`config.mk`:
```
export PLATFORM = sky130hd
export DESIGN_NAME = mc_ctrl_fsm
export DESIGN_NICKNAME = d
export VERILOG_FILES = /design/src/rtl/mc_ctrl_pkg.sv /design/src/rtl/mc_alu_dec.sv /design/src/rtl/mc_ctrl_fsm.sv
export SDC_FILE = /design/constraint.sdc
export NUM_CORES = 1
export LEC_CHECK = 0
export BUFFER_PORTS_ARGS = -buffer_cell sky130_fd_sc_hd__clkbuf_2
export CAP_MARGIN = 10
export CORE_MARGIN = 2
export CORE_UTILIZATION = 45
export DETAILED_ROUTE_END_ITERATION = 10
export GPL_TIMING_DRIVEN = 0
export PLACE_DENSITY = 0.88
export SLEW_MARGIN = 20
export SYNTH_ARGS = -nofsm -noshare
export SYNTH_HDL_FRONTEND = slang
export SYNTH_SLANG_ARGS = --single-unit
```
`constraint.sdc`:
```
create_clock -name clk -period 1.6 [get_ports clk]
set_input_delay 0.16 -clock clk [delete_from_list [all_inputs] [get_ports clk]]
set_output_delay 0.16 -clock clk [all_outputs]
set_load 0.02 [all_outputs]
```
`src/rtl/mc_ctrl_pkg.sv`:
```
// rtl/mc_ctrl_pkg.sv - shared encodings for the multicycle MIPS controller
package mc_ctrl_pkg;

    localparam logic [3:0] S_FETCH   = 4'd0;
    localparam logic [3:0] S_DECODE  = 4'd1;
    localparam logic [3:0] S_MEMADR  = 4'd2;
    localparam logic [3:0] S_MEMRD   = 4'd3;
    localparam logic [3:0] S_MEMWB   = 4'd4;
    localparam logic [3:0] S_MEMWR   = 4'd5;
    localparam logic [3:0] S_RTYPEEX = 4'd6;
    localparam logic [3:0] S_ALUWB   = 4'd7;
    localparam logic [3:0] S_BRANCH  = 4'd8;
    localparam logic [3:0] S_ADDIEX  = 4'd9;
    localparam logic [3:0] S_ORIEX   = 4'd10;
    localparam logic [3:0] S_IMMWB   = 4'd11;
    localparam logic [3:0] S_JUMP    = 4'd12;

    localparam logic [5:0] OP_RTYPE = 6'b000000;
    localparam logic [5:0] OP_LW    = 6'b100011;
    localparam logic [5:0] OP_SW    = 6'b101011;
    localparam logic [5:0] OP_BEQ   = 6'b000100;
    localparam logic [5:0] OP_BNE   = 6'b000101;
    localparam logic [5:0] OP_ADDI  = 6'b001000;
    localparam logic [5:0] OP_ORI   = 6'b001101;
    localparam logic [5:0] OP_J     = 6'b000010;

    localparam logic [5:0] F_ADD = 6'b100000;
    localparam logic [5:0] F_SUB = 6'b100010;
    localparam logic [5:0] F_AND = 6'b100100;
    localparam logic [5:0] F_OR  = 6'b100101;
    localparam logic [5:0] F_SLT = 6'b101010;

    localparam logic [1:0] ALUOP_ADD   = 2'b00;
    localparam logic [1:0] ALUOP_SUB   = 2'b01;
    localparam logic [1:0] ALUOP_FUNCT = 2'b10;
    localparam logic [1:0] ALUOP_OR    = 2'b11;

    localparam logic [2:0] ALUC_AND = 3'b000;
    localparam logic [2:0] ALUC_OR  = 3'b001;
    localparam logic [2:0] ALUC_ADD = 3'b010;
    localparam logic [2:0] ALUC_SUB = 3'b110;
    localparam logic [2:0] ALUC_SLT = 3'b111;

    localparam logic [1:0] SRCB_B     = 2'b00;
    localparam logic [1:0] SRCB_FOUR  = 2'b01;
    localparam logic [1:0] SRCB_IMM   = 2'b10;
    localparam logic [1:0] SRCB_BRIMM = 2'b11;

    localparam logic [1:0] PCSRC_ALU    = 2'b00;
    localparam logic [1:0] PCSRC_ALUOUT = 2'b01;
    localparam logic [1:0] PCSRC_JUMP   = 2'b10;

endpackage

```
`src/rtl/mc_alu_dec.sv`:
```
// rtl/mc_alu_dec.sv - maps aluop and funct onto the ALU control code
module mc_alu_dec
    import mc_ctrl_pkg::*;
#(
    parameter int ALUCTL_W = 3
) (
    input  logic [5:0]          funct,
    input  logic [1:0]          aluop,
    output logic [ALUCTL_W-1:0] alucontrol
);

    logic [2:0] code;

    always_comb begin
        code = ALUC_ADD;
        case (aluop)
            ALUOP_ADD: code = ALUC_ADD;
            ALUOP_SUB: code = ALUC_SUB;
            ALUOP_OR:  code = ALUC_OR;
            default: begin
                // unknown funct quietly falls back to add
                case (funct)
                    F_ADD:   code = ALUC_ADD;
                    F_SUB:   code = ALUC_SUB;
                    F_AND:   code = ALUC_AND;
                    F_OR:    code = ALUC_OR;
                    F_SLT:   code = ALUC_SLT;
                    default: code = ALUC_ADD;
                endcase
            end
        endcase
    end

    assign alucontrol = ALUCTL_W'(code);

endmodule

```
`src/rtl/mc_ctrl_fsm.sv`:
```
// rtl/mc_ctrl_fsm.sv - multicycle MIPS main decoder FSM with merged ALU decode
module mc_ctrl_fsm
    import mc_ctrl_pkg::*;
#(
    parameter int ALUCTL_W      = 3,
    parameter bit MEM_HANDSHAKE = 1'b1,
    parameter bit EN_BNE        = 1'b1
) (
    input  logic                clk,
    input  logic                reset,
    input  logic [5:0]          op,
    input  logic [5:0]          funct,
    input  logic                zero,
    input  logic                mem_ready,
    output logic                pcEnable,
    output logic                MemWrite,
    output logic                IRWrite,
    output logic                RegWrite,
    output logic                alusrca,
    output logic                iord,
    output logic                MemtoReg,
    output logic                regDST,
    output logic                zext,
    output logic [1:0]          alusrcb,
    output logic [1:0]          pcsrc,
    output logic [ALUCTL_W-1:0] alucontrol,
    output logic                illegal_op
);

    logic [3:0] state;
    logic [3:0] next_state;
    logic [3:0] decode_target;
    logic       op_valid;
    logic       ready;
    logic       isbne;
    logic       pcwrite;
    logic       branch;
    logic [1:0] aluop;

    assign ready = MEM_HANDSHAKE ? mem_ready : 1'b1;
    assign isbne = (op == OP_BNE);

    always_comb begin
        op_valid      = 1'b1;
        decode_target = S_FETCH;
        case (op)
            OP_LW, OP_SW: decode_target = S_MEMADR;
            OP_RTYPE:     decode_target = S_RTYPEEX;
            OP_BEQ:       decode_target = S_BRANCH;
            OP_BNE: begin
                decode_target = EN_BNE ? S_BRANCH : S_FETCH;
                op_valid      = EN_BNE;
            end
            OP_ADDI:      decode_target = S_ADDIEX;
            OP_ORI:       decode_target = S_ORIEX;
            OP_J:         decode_target = S_JUMP;
            default:      op_valid = 1'b0;
        endcase
    end

    always_ff @(posedge clk) begin
        if (!reset) state <= S_FETCH;
        else        state <= next_state;
    end

    always_comb begin
        next_state = S_FETCH;
        case (state)
            S_FETCH:   next_state = ready ? S_DECODE : S_FETCH;
            S_DECODE:  next_state = decode_target;
            S_MEMADR:  next_state = (op == OP_SW) ? S_MEMWR : S_MEMRD;
            S_MEMRD:   next_state = ready ? S_MEMWB : S_MEMRD;
            S_MEMWB:   next_state = S_FETCH;
            S_MEMWR:   next_state = ready ? S_FETCH : S_MEMWR;
            S_RTYPEEX: next_state = S_ALUWB;
            S_ALUWB:   next_state = S_FETCH;
            S_BRANCH:  next_state = S_FETCH;
            S_ADDIEX:  next_state = S_IMMWB;
            S_ORIEX:   next_state = S_IMMWB;
            S_IMMWB:   next_state = S_FETCH;
            S_JUMP:    next_state = S_FETCH;
            default:   next_state = S_FETCH;
        endcase
    end

    always_comb begin
        pcwrite    = 1'b0;
        branch     = 1'b0;
        MemWrite   = 1'b0;
        IRWrite    = 1'b0;
        RegWrite   = 1'b0;
        alusrca    = 1'b0;
        iord       = 1'b0;
        MemtoReg   = 1'b0;
        regDST     = 1'b0;
        zext       = 1'b0;
        alusrcb    = SRCB_B;
        pcsrc      = PCSRC_ALU;
        aluop      = ALUOP_ADD;
        illegal_op = 1'b0;
        case (state)
            S_FETCH: begin
                alusrcb = SRCB_FOUR;
                IRWrite = ready;
                pcwrite = ready;
            end
            S_DECODE: begin
                alusrcb    = SRCB_BRIMM;
                illegal_op = !op_valid;
            end
            S_MEMADR: begin
                alusrca = 1'b1;
                alusrcb = SRCB_IMM;
            end
            S_MEMRD: iord = 1'b1;
            S_MEMWB: begin
                RegWrite = 1'b1;
                MemtoReg = 1'b1;
            end
            S_MEMWR: begin
                iord     = 1'b1;
                MemWrite = ready;
            end
            S_RTYPEEX: begin
                alusrca = 1'b1;
                aluop   = ALUOP_FUNCT;
            end
            S_ALUWB: begin
                RegWrite = 1'b1;
                regDST   = 1'b1;
            end
            S_BRANCH: begin
                alusrca = 1'b1;
                aluop   = ALUOP_SUB;
                branch  = 1'b1;
                pcsrc   = PCSRC_ALUOUT;
            end
            S_ADDIEX: begin
                alusrca = 1'b1;
                alusrcb = SRCB_IMM;
            end
            S_ORIEX: begin
                alusrca = 1'b1;
                alusrcb = SRCB_IMM;
                zext    = 1'b1;
                aluop   = ALUOP_OR;
            end
            S_IMMWB: RegWrite = 1'b1;
            S_JUMP: begin
                pcwrite = 1'b1;
                pcsrc   = PCSRC_JUMP;
            end
            default: ;
        endcase
        // a low reset aborts the instruction: no writes, neutral selects
        if (!reset) begin
            pcwrite    = 1'b0;
            branch     = 1'b0;
            MemWrite   = 1'b0;
            IRWrite    = 1'b0;
            RegWrite   = 1'b0;
            alusrca    = 1'b0;
            iord       = 1'b0;
            MemtoReg   = 1'b0;
            regDST     = 1'b0;
            zext       = 1'b0;
            alusrcb    = SRCB_B;
            pcsrc      = PCSRC_ALU;
            aluop      = ALUOP_ADD;
            illegal_op = 1'b0;
        end
        pcEnable = pcwrite | (branch & (zero ^ isbne));
    end

    mc_alu_dec #(.ALUCTL_W(ALUCTL_W)) u_alu_dec (
        .funct      (funct),
        .aluop      (aluop),
        .alucontrol (alucontrol)
    );

endmodule

```
=== After elaboration in Yosys (flattened, before gate mapping) ===
Index checks and enable logic that the tools add are counted.

* Flip-flop bits (word level): 4
* Latch bits: 0
* Bits in writable memories: 0
* Memory bits (read-only): 0
* Input bits: 16
* Output and inout port bits: 17
* Memories: 0

* Add/sub/neg operators: 0
* $mul: 0
* Div/mod/pow operators: 0
* Magnitude comparators: 0
* Equal/unequal tests: 25
* Shifts and indexed selects: 0
* Mux-type cells: 37
* Bitwise gates (word level): 3
* Reduce and logical (&&, ||, !) cells: 12

{| class="wikitable"
|+ Operators by type and width
! operator !! count
|-
| 6-bit == test, second input constant || 6
|-
| 4-bit case mux with 7 select lines || 1
|-
| 4-bit case mux with 6 select lines || 1
|-
| 1-bit two-way mux || 23
|-
| 4-bit == test, second input constant || 5
|-
| 4-bit by 3-bit == test with 1-bit output, second input constant || 4
|-
| 6-bit by 3-bit == test with 1-bit output, second input constant || 2
|-
| 6-bit by 4-bit == test with 1-bit output, second input constant || 2
|-
| 2-bit case mux with 3 select lines || 2
|-
| 3-bit case mux with 4 select lines || 1
|-
| 3-bit two-way mux || 3
|-
| 3-bit case mux with 3 select lines || 1
|-
| 4-bit by 2-bit == test with 1-bit output, second input constant || 2
|-
| 2-bit OR reduction || 4
|-
| 8-bit OR reduction || 1
|-
| 6-bit by 2-bit == test with 1-bit output, second input constant || 1
|-
| 6-bit logical NOT || 1
|-
| 2-bit two-way mux || 3
|-
| 3-bit OR reduction || 2
|-
| 5-bit OR reduction || 1
|-
| 4-bit by 1-bit == test with 1-bit output, second input constant || 1
|-
| 4-bit logical NOT || 1
|-
| 2-bit case mux with 2 select lines || 1
|-
| 2-bit by 1-bit == test with 1-bit output, second input constant || 1
|-
| 7 further kinds || 7
|}

=== Longest topological paths before layout ===
Gate-level depths: netlist of the first run.

* Depth after elaboration: 6
* Gate-level depth with buffers: 5
* Mapped depth without buffers: 4

=== Cells and area by module ===
A second synthesis of the first run with hierarchy kept.

* Cell total of the unflattened synthesis: 100
* Area total of the unflattened synthesis: 718.2 um2

{| class="wikitable"
|+ Modules (own cells, without submodules)
! module !! instances !! cells each !! area each (um2) !! seq. area each (um2)
|-
| mc_ctrl_fsm || 1 || 89 || 636.9 || 80.1
|-
| mc_alu_dec || 1 || 11 || 81.3 || 0.0
|}

=== Worst setup path before layout of the first run ===
Ideal clock, no wire load.

* Kind: reg-to-output
* Start: register state[2]
* End: output alucontrol[0]
* Arrival: 1.484 ns
* Data required time: 1.440 ns
* Setup slack: -0.044 ns
* Stages on the path, launching flop included: 6
* Path through: dfxtp_1 -> buf_2 -> inv_1 -> nand2_1 -> o311a_1 -> a211oi_1

* Longest elaborated chain between the ends: 5

{| class="wikitable"
|+ Ends and longest elaborated chain
! item !! RTL line !! text
|-
| start, declared || mc_ctrl_fsm.sv:30 || <nowiki>logic [3:0] state;</nowiki>
|-
| start signal, assigned || mc_ctrl_fsm.sv:63 || <nowiki>else state <= next_state;</nowiki>
|-
| 4-bit == test or 4-bit by 3-bit == test with 1-bit output (tied branches) || mc_ctrl_fsm.sv:101 || <nowiki>case (state)</nowiki>
|-
| 2-bit case mux with 3 select lines (*) || mc_ctrl_fsm.sv:101 ||
|-
| 2-bit two-way mux (*) || mc_ctrl_fsm.sv:156 || <nowiki>if (!reset) begin</nowiki>
|-
| 2-bit == test, or another cell as far along || mc_alu_dec.sv:16 || <nowiki>case (aluop)</nowiki>
|-
| 3-bit case mux with 3 select lines (*) || mc_alu_dec.sv:16 ||
|-
| end, declared || mc_ctrl_fsm.sv:26 || <nowiki>output logic [ALUCTL_W-1:0] alucontrol,</nowiki>
|}

Every way passes the cells marked *; elsewhere a longest branch is shown, timed or not.

=== Final worst setup path of the first run ===
Ends and elaborated chain as after synthesis.

==> summary.txt, run 1 <==
Layout
  – Max reg flops: 4
  – Regs by FF count: state x4
  – Filler cells: between 100 and 150
  – Final net count: between 150 and 200
  – Number of antenna diodes: 0
  – Area grow syn2layout: 58.0%
  – Share of final-layout standard cells stronger than drive strength 1: 0.455
  – Post-Layout Inst Area: approximately 1100 sq um
  – Post-layout utilization of the core: 0.751
  – Number of non-filler instances in the completed layout: 170
  – Top reg by flops: state

Detailed routing
  – Via density per instance: about 6.2
  – Wirelength, routed: about 2600 um
  – DRC viols: 0
  – 1st-pass router iterations: 4
  – Antenna-violating nets left: 0
  – DR WL/cell: approximately 15 um
  – Met1 Routed Length: ~1000 um
  – Amount of wire on met3 after detailed routing: 242 um
  – Count of vias placed by the detailed router: 1057
  – Wire length on met2: between 1000 and 1500 um
  – Uppermost signal routing layer after detailed routing: met4
  – Violation count after the first detailed-route iteration: between 40 and 50

Floorplanning
  – Core area: around 1500 sq um
  – Die X: ~44 um
  – Die Outline Area: ~1900 sq um
  – Die height: between 40 and 50 um
  – Starting utilization of the core area: 0.476
  – Number of I/O pins: 33
  – Row count: 14

STA
  – Fmax: slightly above 0.6 GHz
  – Final hold vios: 0
  – Worst setup margin: -0.0326 ns
  – RSZ-0062 raised after global routing: true
  – Final critical delay including setup and external delays: about 1.6 ns
  – Final count of pins violating max slew: 0
  – Final clock skew: between 0.009 and 0.01 ns
  – Final cycle utilization of the critical path: 1.02
  – Slew of the pin with the lowest slew margin: 0.457 ns
  – Worst slew margin relative to its limit: 0.695
  – Setup violation total in the final timing report: 3

Worst setup path
  – Max incr delay on CP: around 0.35 ns
  – Startpoint type of the worst setup path: flop
  – Endpoint class of the critical path: output port
  – Crit path kind: flop to output port
  – Critical-path cell list: buf_8, inv_8, nand2_4, o311a_1, a211oi_2, buf_4
  – Number of buffers and inverters on the critical path: 3
  – Data required, critical path: ~1.4 ns
  – Kind of cell adding the most delay to the critical path: compound AO/OA/AOI/OAI gates
  – Largest fanout on the critical path: 3
  – Arrival @ worst endpoint: 1.47 ns
  – Slowest CP cell: dfxtp_4

GRT
  – All-Layer GR Usage: 0.260
  – GRT overflow: 0
  – Vias in the first global route: around 900
  – Number of antenna violations at the first check in global routing: 0
  – Pin count of the biggest net entering global routing: 11
  – Wire length of the first global-routing pass: between 3000 and 4000 um

Logic synthesis
  – Synthesized flop and latch total: 4
  – Leading register cell type out of synthesis: dfxtp_1
  – Count of flip-flops with a built-in enable after synthesis: 0
  – Post-synthesis instance area: ~710 sq um
  – Share of flip-flops with an asynchronous set or reset after synthesis: 0
  – Syn Inst Count: around 110
  – Net count after synthesis: 123
  – Cell variety after synth: 43
  – Share of synthesized area occupied by flip-flops and latches: 0.113
  – Mean cell area of the mapped netlist: 6.62 sq um
  – Synthesis Warnings: 0

Min path
  – Class of the worst hold path: input port to flop

Clock tree
  – Hold_buf cts: 0
  – Maximum clock insertion buffer count: 2
  – Skew-Pair Late Insertion Delay: 0.25 ns
  – Num Clock Sinks: 4
  – Number of buffers inserted during clock tree synthesis: 3
  – Worst-path clk slew: around 0.040 ns
  – TritonCTS clock tree: done
  – Number of H-tree levels: 1
  – Root buffer selected by CTS: clkbuf_4

Pwr
  – Peak supply drop: around 0.5 mV
  – Leakage Power: approximately 0.47 nW
  – Pwr per Cell Area: 348 nW/um^2
  – Overall Power: approximately 0.0004 W

Placed design
  – Number of buffers added on ports: 30
  – Detail Placement HPWL: between 1500 and 2000 um
  – GPL Wtd Cong: ~0.83
  – Cell total after placement: 153
  – Total cell area at the placement stage: ~900 sq um

Run status
  – Run status: complete, but fails checks
  – Failing checks: negative setup slack

Job
  – Max-capacitance violation count: 0
[stage by stage]
stage | hold slack [ns] | setup slack [ns] | setup TNS, ns
after floorplan | 0.363 | 0.0101 | 0
after global placement | 0.515 | 0.0110 | 0
after detailed placement | 0.528 | -0.0121 | -0.0121
after CTS | 0.292 | -0.0409 | -0.223
after global routing | 0.333 | -0.0868 | -0.319
final | 0.305 | -0.0326 | -0.0615
[routing by layer]
layer	vias to the layer above	GRT usage
met5	-	0
met4	0	0.0727
met3	14	0.0417
met2	67	0.468
met1	480	0.316
li1	496	-
[path summary, 6_finish.rpt]
kind | from | endpoint | slack (ns) | cells past startpoint
worst min-delay path | op[4] | state[1] | 0.30 | 4
worst min register to register | state[0] | state[3] | 0.62 | 2
worst max register to register | state[2] | state[0] | 0.12 | 5
worst max-delay path | state[2] | alucontrol[0] | -0.03 | 6
[kinds of logic after synthesis]
logic type	count (synthesis)	share of synthesized area
AOI/OAI and AO/OA	30	0.302
DFF	4	0.113
and+or+nand+nor	59	0.474
buffers and inverters	12	0.0866
xor gates and xnor gates	2	0.0247
[power breakdown]
group | switching [W] | internal (W) | total (W)
Clock | 0.0000496 | 0.0000845 | 0.000134
Sequential | 0.00000330 | 0.0000990 | 0.000102
Combinational | 0.0000818 | 0.0000714 | 0.000153
[cell usage in the layout (no fill, tap or decap), types with 5 or more instances in the layout]
cell type / synthesis / layout
nand2_1: 10 / 8
o21ai_0: 6 / 5
buf_4: 1 / 22
nor3_1: 5 / 5
nor2_1: 13 / 12
nand3_1: 8 / 8
clkbuf_2: 1 / 22
[worst min-delay path, stage by stage]
cell	delay, ns
clkbuf_2	0.11
nor2b_1	0.05
o21ai_0	0.07
a31oi_1	0.09
[area by class of cell]
type / instances / area (sq um) / area share
Clock buffer: 3 / 22.5 / 0.0201
Sequential cell: 4 / 91.3 / 0.0817
Inverter: 4 / 22.5 / 0.0201
Buffer: 8 / 77.6 / 0.0694
Tap cell: 16 / 20.0 / 0.0179
Timing Repair Buffer: 44 / 284 / 0.254
Multi-Input combinational cell: 91 / 601 / 0.537
[Yosys cell counts (all sizes together), types with 2 or more instances]
cell    instances  area, sq um
nor2           13         48.8
nand2          10         37.5
nand3           8         40.0
o21ai           7         35.0
a21oi           5         28.8
buf             5         33.8
nor3            5         25.0
dfxtp           4         80.1
inv             4         15.0
nor2b           4         25.0
clkbuf          3         12.5
nand2b          3         18.8
nand4           3         18.8
a21boi          2         15.0
a31oi           2         12.5
and3b           2         17.5
nand3b          2         15.0
nor3b           2         15.0
nor4b           2         32.5
o2111a          2         22.5
o22ai           2         12.5
or3b            2         17.5
xnor2           2         17.5
[repair_timing]
item	in CTS	in global routing
pin swaps	4	4
gates resized for setup	27	22
setup endpoints to repair	11	13
setup buffers	10	4
No activity file was read; power rests on OpenSTA's default activity.
==> run 2, diff against run 1 <==
--- a/config.mk
+++ b/config.mk
@@ -11,7 +11,8 @@
 export CORE_UTILIZATION = 45
 export DETAILED_ROUTE_END_ITERATION = 10
 export GPL_TIMING_DRIVEN = 0
-export PLACE_DENSITY = 0.88
+export PLACE_DENSITY_LB_ADDON = 0.12
+export SKIP_CTS_REPAIR_TIMING = 1
 export SLEW_MARGIN = 20
 export SYNTH_ARGS = -nofsm -noshare
 export SYNTH_HDL_FRONTEND = slang
==> run 2 against run 1 <==
Clock skew is 0.0086 ns lower; critical path type unchanged; global-route usage is 3.6 points lower; combinational power is 9% lower; total power is 6.8% lower; non-clock buffer count is 10 lower; clock power is 9.7% lower; highest routed layer is now met3; critical path depth is 1 lower; the flow still finishes with violations (negative setup slack).
==> summary.txt, run 2 (synthesis gave the netlist of run 1 again) <==
Run status
  – Run status: complete, but fails checks (unchanged)
  – Failing checks: negative setup slack (unchanged)

GRT
  – Vias in the first global route: 758 (was 896)
  – Wire length of the first global-routing pass: 3300 um (was 3870 um)
  – All-Layer GR Usage: 0.224 (was 0.260)
  – GRT overflow: 0 (unchanged)
  – Pin count of the biggest net entering global routing: 11 (unchanged)
  – Number of antenna violations at the first check in global routing: 0 (unchanged)

STA
  – Slew of the pin with the lowest slew margin: 0.415 ns (was 0.457 ns)
  – Fmax: 0.607 GHz (was 0.613 GHz)
  – Final hold vios: 0 (unchanged)
  – Final clock skew: 0.000590 ns (was 0.00921 ns)
  – Final count of pins violating max slew: 0 (unchanged)
  – Post-Route Hold Slack: 0.209 ns (was 0.305 ns)
  – Final cycle utilization of the critical path: 1.03 (was 1.02)
  – Worst setup margin: -0.0471 ns (was -0.0326 ns)
  – Worst slew margin relative to its limit: 0.724 (was 0.695)
  – Setup violation total in the final timing report: 6 (was 3)
  – Final critical delay including setup and external delays: 1.65 ns (was 1.63 ns)
  – RSZ-0062 raised after global routing: true (unchanged)

Clock tree
  – Num Clock Sinks: 4 (unchanged)
  – Number of buffers inserted during clock tree synthesis: 3 (unchanged)
  – Number of H-tree levels: 1 (unchanged)
  – Skew-Pair Late Insertion Delay: 0.23 ns (was 0.25 ns)
  – Worst-path clk slew: 0.04 ns (about the same)
  – TritonCTS clock tree: done (unchanged)
  – Maximum clock insertion buffer count: 2 (unchanged)
  – Root buffer selected by CTS: clkbuf_4 (unchanged)

Placed design
  – GPL Wtd Cong: 0.792 (was 0.833)
  – Detail Placement HPWL: 1500 um (was 1540 um)
  – Cell total after placement: 153 (unchanged)
  – Number of buffers added on ports: 30 (unchanged)

Detailed routing
  – Violation count after the first detailed-route iteration: 30 (was 49)
  – Wirelength, routed: 2130 um (was 2590 um)
  – Antenna-violating nets left: 0 (unchanged)
  – 1st-pass router iterations: 4 (unchanged)
  – DRC viols: 0 (unchanged)
  – Count of vias placed by the detailed router: 944 (was 1057)
  – DR WL/cell: 13.3 um (was 15.2 um)
  – Via density per instance: 5.90 (was 6.22)

Floorplanning
  – Number of I/O pins: 33 (unchanged)
  – Die Outline Area: 1910 sq um (unchanged)
  – Starting utilization of the core area: 0.476 (unchanged)
  – Row count: 14 (unchanged)
  – Die height: 43.7 um (unchanged)
  – Die X: 43.7 um (unchanged)
  – Core area: 1490 sq um (unchanged)

Worst setup path
  – Endpoint class of the critical path: output port (unchanged)
  – Startpoint of the lowest-slack register-to-register path: state[1] (was state[2])
  – Crit path kind: flop to output port (unchanged)
  – Terminus of the critical flop-to-flop path: state[0] (unchanged)
  – Data required, critical path: 1.44 ns (about the same)
  – Register-to-register setup slack: 0.22 ns (was 0.12 ns)
  – Largest fanout on the critical path: 8 (was 3)
  – Arrival @ worst endpoint: 1.49 ns (was 1.47 ns)
  – Startpoint type of the worst setup path: flop (unchanged)
  – Register-to-Register Path Depth: 5 (unchanged)

Pwr
  – Leakage Power: 0.417 nW (was 0.473 nW)
  – Overall Power: 0.000363 W (was 0.000390 W)
  – Peak supply drop: 0.169 mV (was 0.491 mV)
  – Pwr per Cell Area: 349 nW/um^2 (was 348 nW/um^2)

Layout
  – Top reg by flops: state (unchanged)
  – Filler cells: 136 (was 114)
  – Share of final-layout standard cells stronger than drive strength 1: 0.451 (was 0.455)
  – Leading cell type in the layout, fill and taps excluded: clkbuf_2
  – Multi-input logic area: 609 sq um (was 601 sq um)
  – Commonest cells after routing, fill and taps aside: clkbuf_2 (23), buf_4 (10), nor2_1 (10), nand3_1 (8), nand2_1 (7) (was clkbuf_2 (22), buf_4 (22), nor2_1 (12), nand3_1 (8), nand2_1 (8))
  – Number of antenna diodes: 0 (unchanged)
  – Max reg flops: 4 (unchanged)
  – Area used by sequential logic in the layout: 90.1 sq um (was 91.3 sq um)
  – Final net count: 162 (was 172)
  – Area grow syn2layout: 47.0% (was 58.0%)
  – Post-layout utilization of the core: 0.699 (was 0.751)
  – Regs by FF count: state x4 (unchanged)
  – Number of non-filler instances in the completed layout: 160 (was 170)

Min path
  – Hold wc startpoint: reset (was op[4])
  – Class of the worst hold path: input port to flop (unchanged)
  – Hold Path Cell Cnt: 3 (was 4)
  – Hold EP: state[3] (was state[1])

Job
  – Max-capacitance violation count: 0 (unchanged)
==> run 2: critical path, stage by stage (launching register included) <==
cell	delay [ns]
dfxtp_2	0.30
buf_6	0.13
buf_6	0.12
or3b_4	0.43
a21oi_2	0.12
buf_4	0.15
==> run 2: how the worst max path moves through the flow <==
stage / cells after the start / slack, ns / endpoint / startpoint
3_5_place_dp: 4 / -0.03 / pcEnable / state[0]
5_1_grt: 5 / -0.12 / pcEnable / state[1]
3_3_place_gp: 4 / -0.006 / pcEnable / state[0]
2_1_floorplan: 4 / 0.01 / pcEnable / state[1]
4_1_cts: 4 / -0.28 / pcEnable / state[0]
6_report: 5 / -0.05 / pcEnable / state[1]
==> run 2: power breakdown <==
| group | switching, W | internal, W |
|---|---|---|
| combinational | 0.0000769 | 0.0000616 |
| clock | 0.0000371 | 0.0000836 |
| sequential | 0.00000401 | 0.000100 |
==> run 2: metal layers <==
metal	vias up	wire, um	global-route usage
met5	-	0	0
met2	41	1010	0.309
met4	0	0	0.0970
met1	430	973	0.343
li1	473	-	-
met3	0	139	0.0292
==> run 2: area by class of cell <==
type	count	area share
inverters	4	0.0192
well taps	16	0.0192
flip-flops and latches	4	0.0865
repair buffers	34	0.197
multi-input cells	91	0.585
plain buffers	8	0.0709
clock buffers	3	0.0216
==> run 2: per-stage QoR <==
step,TNS [ns],instance area [sq um],setup slack (ns)
4_1_cts,-2.07,906,-0.278
2_1_floorplan,0,713,0.0101
5_1_grt,-0.643,1040,-0.117
3_5_place_dp,-0.0283,883,-0.0266
3_3_place_gp,-0.00593,883,-0.00593
6_report,-0.192,1040,-0.0471
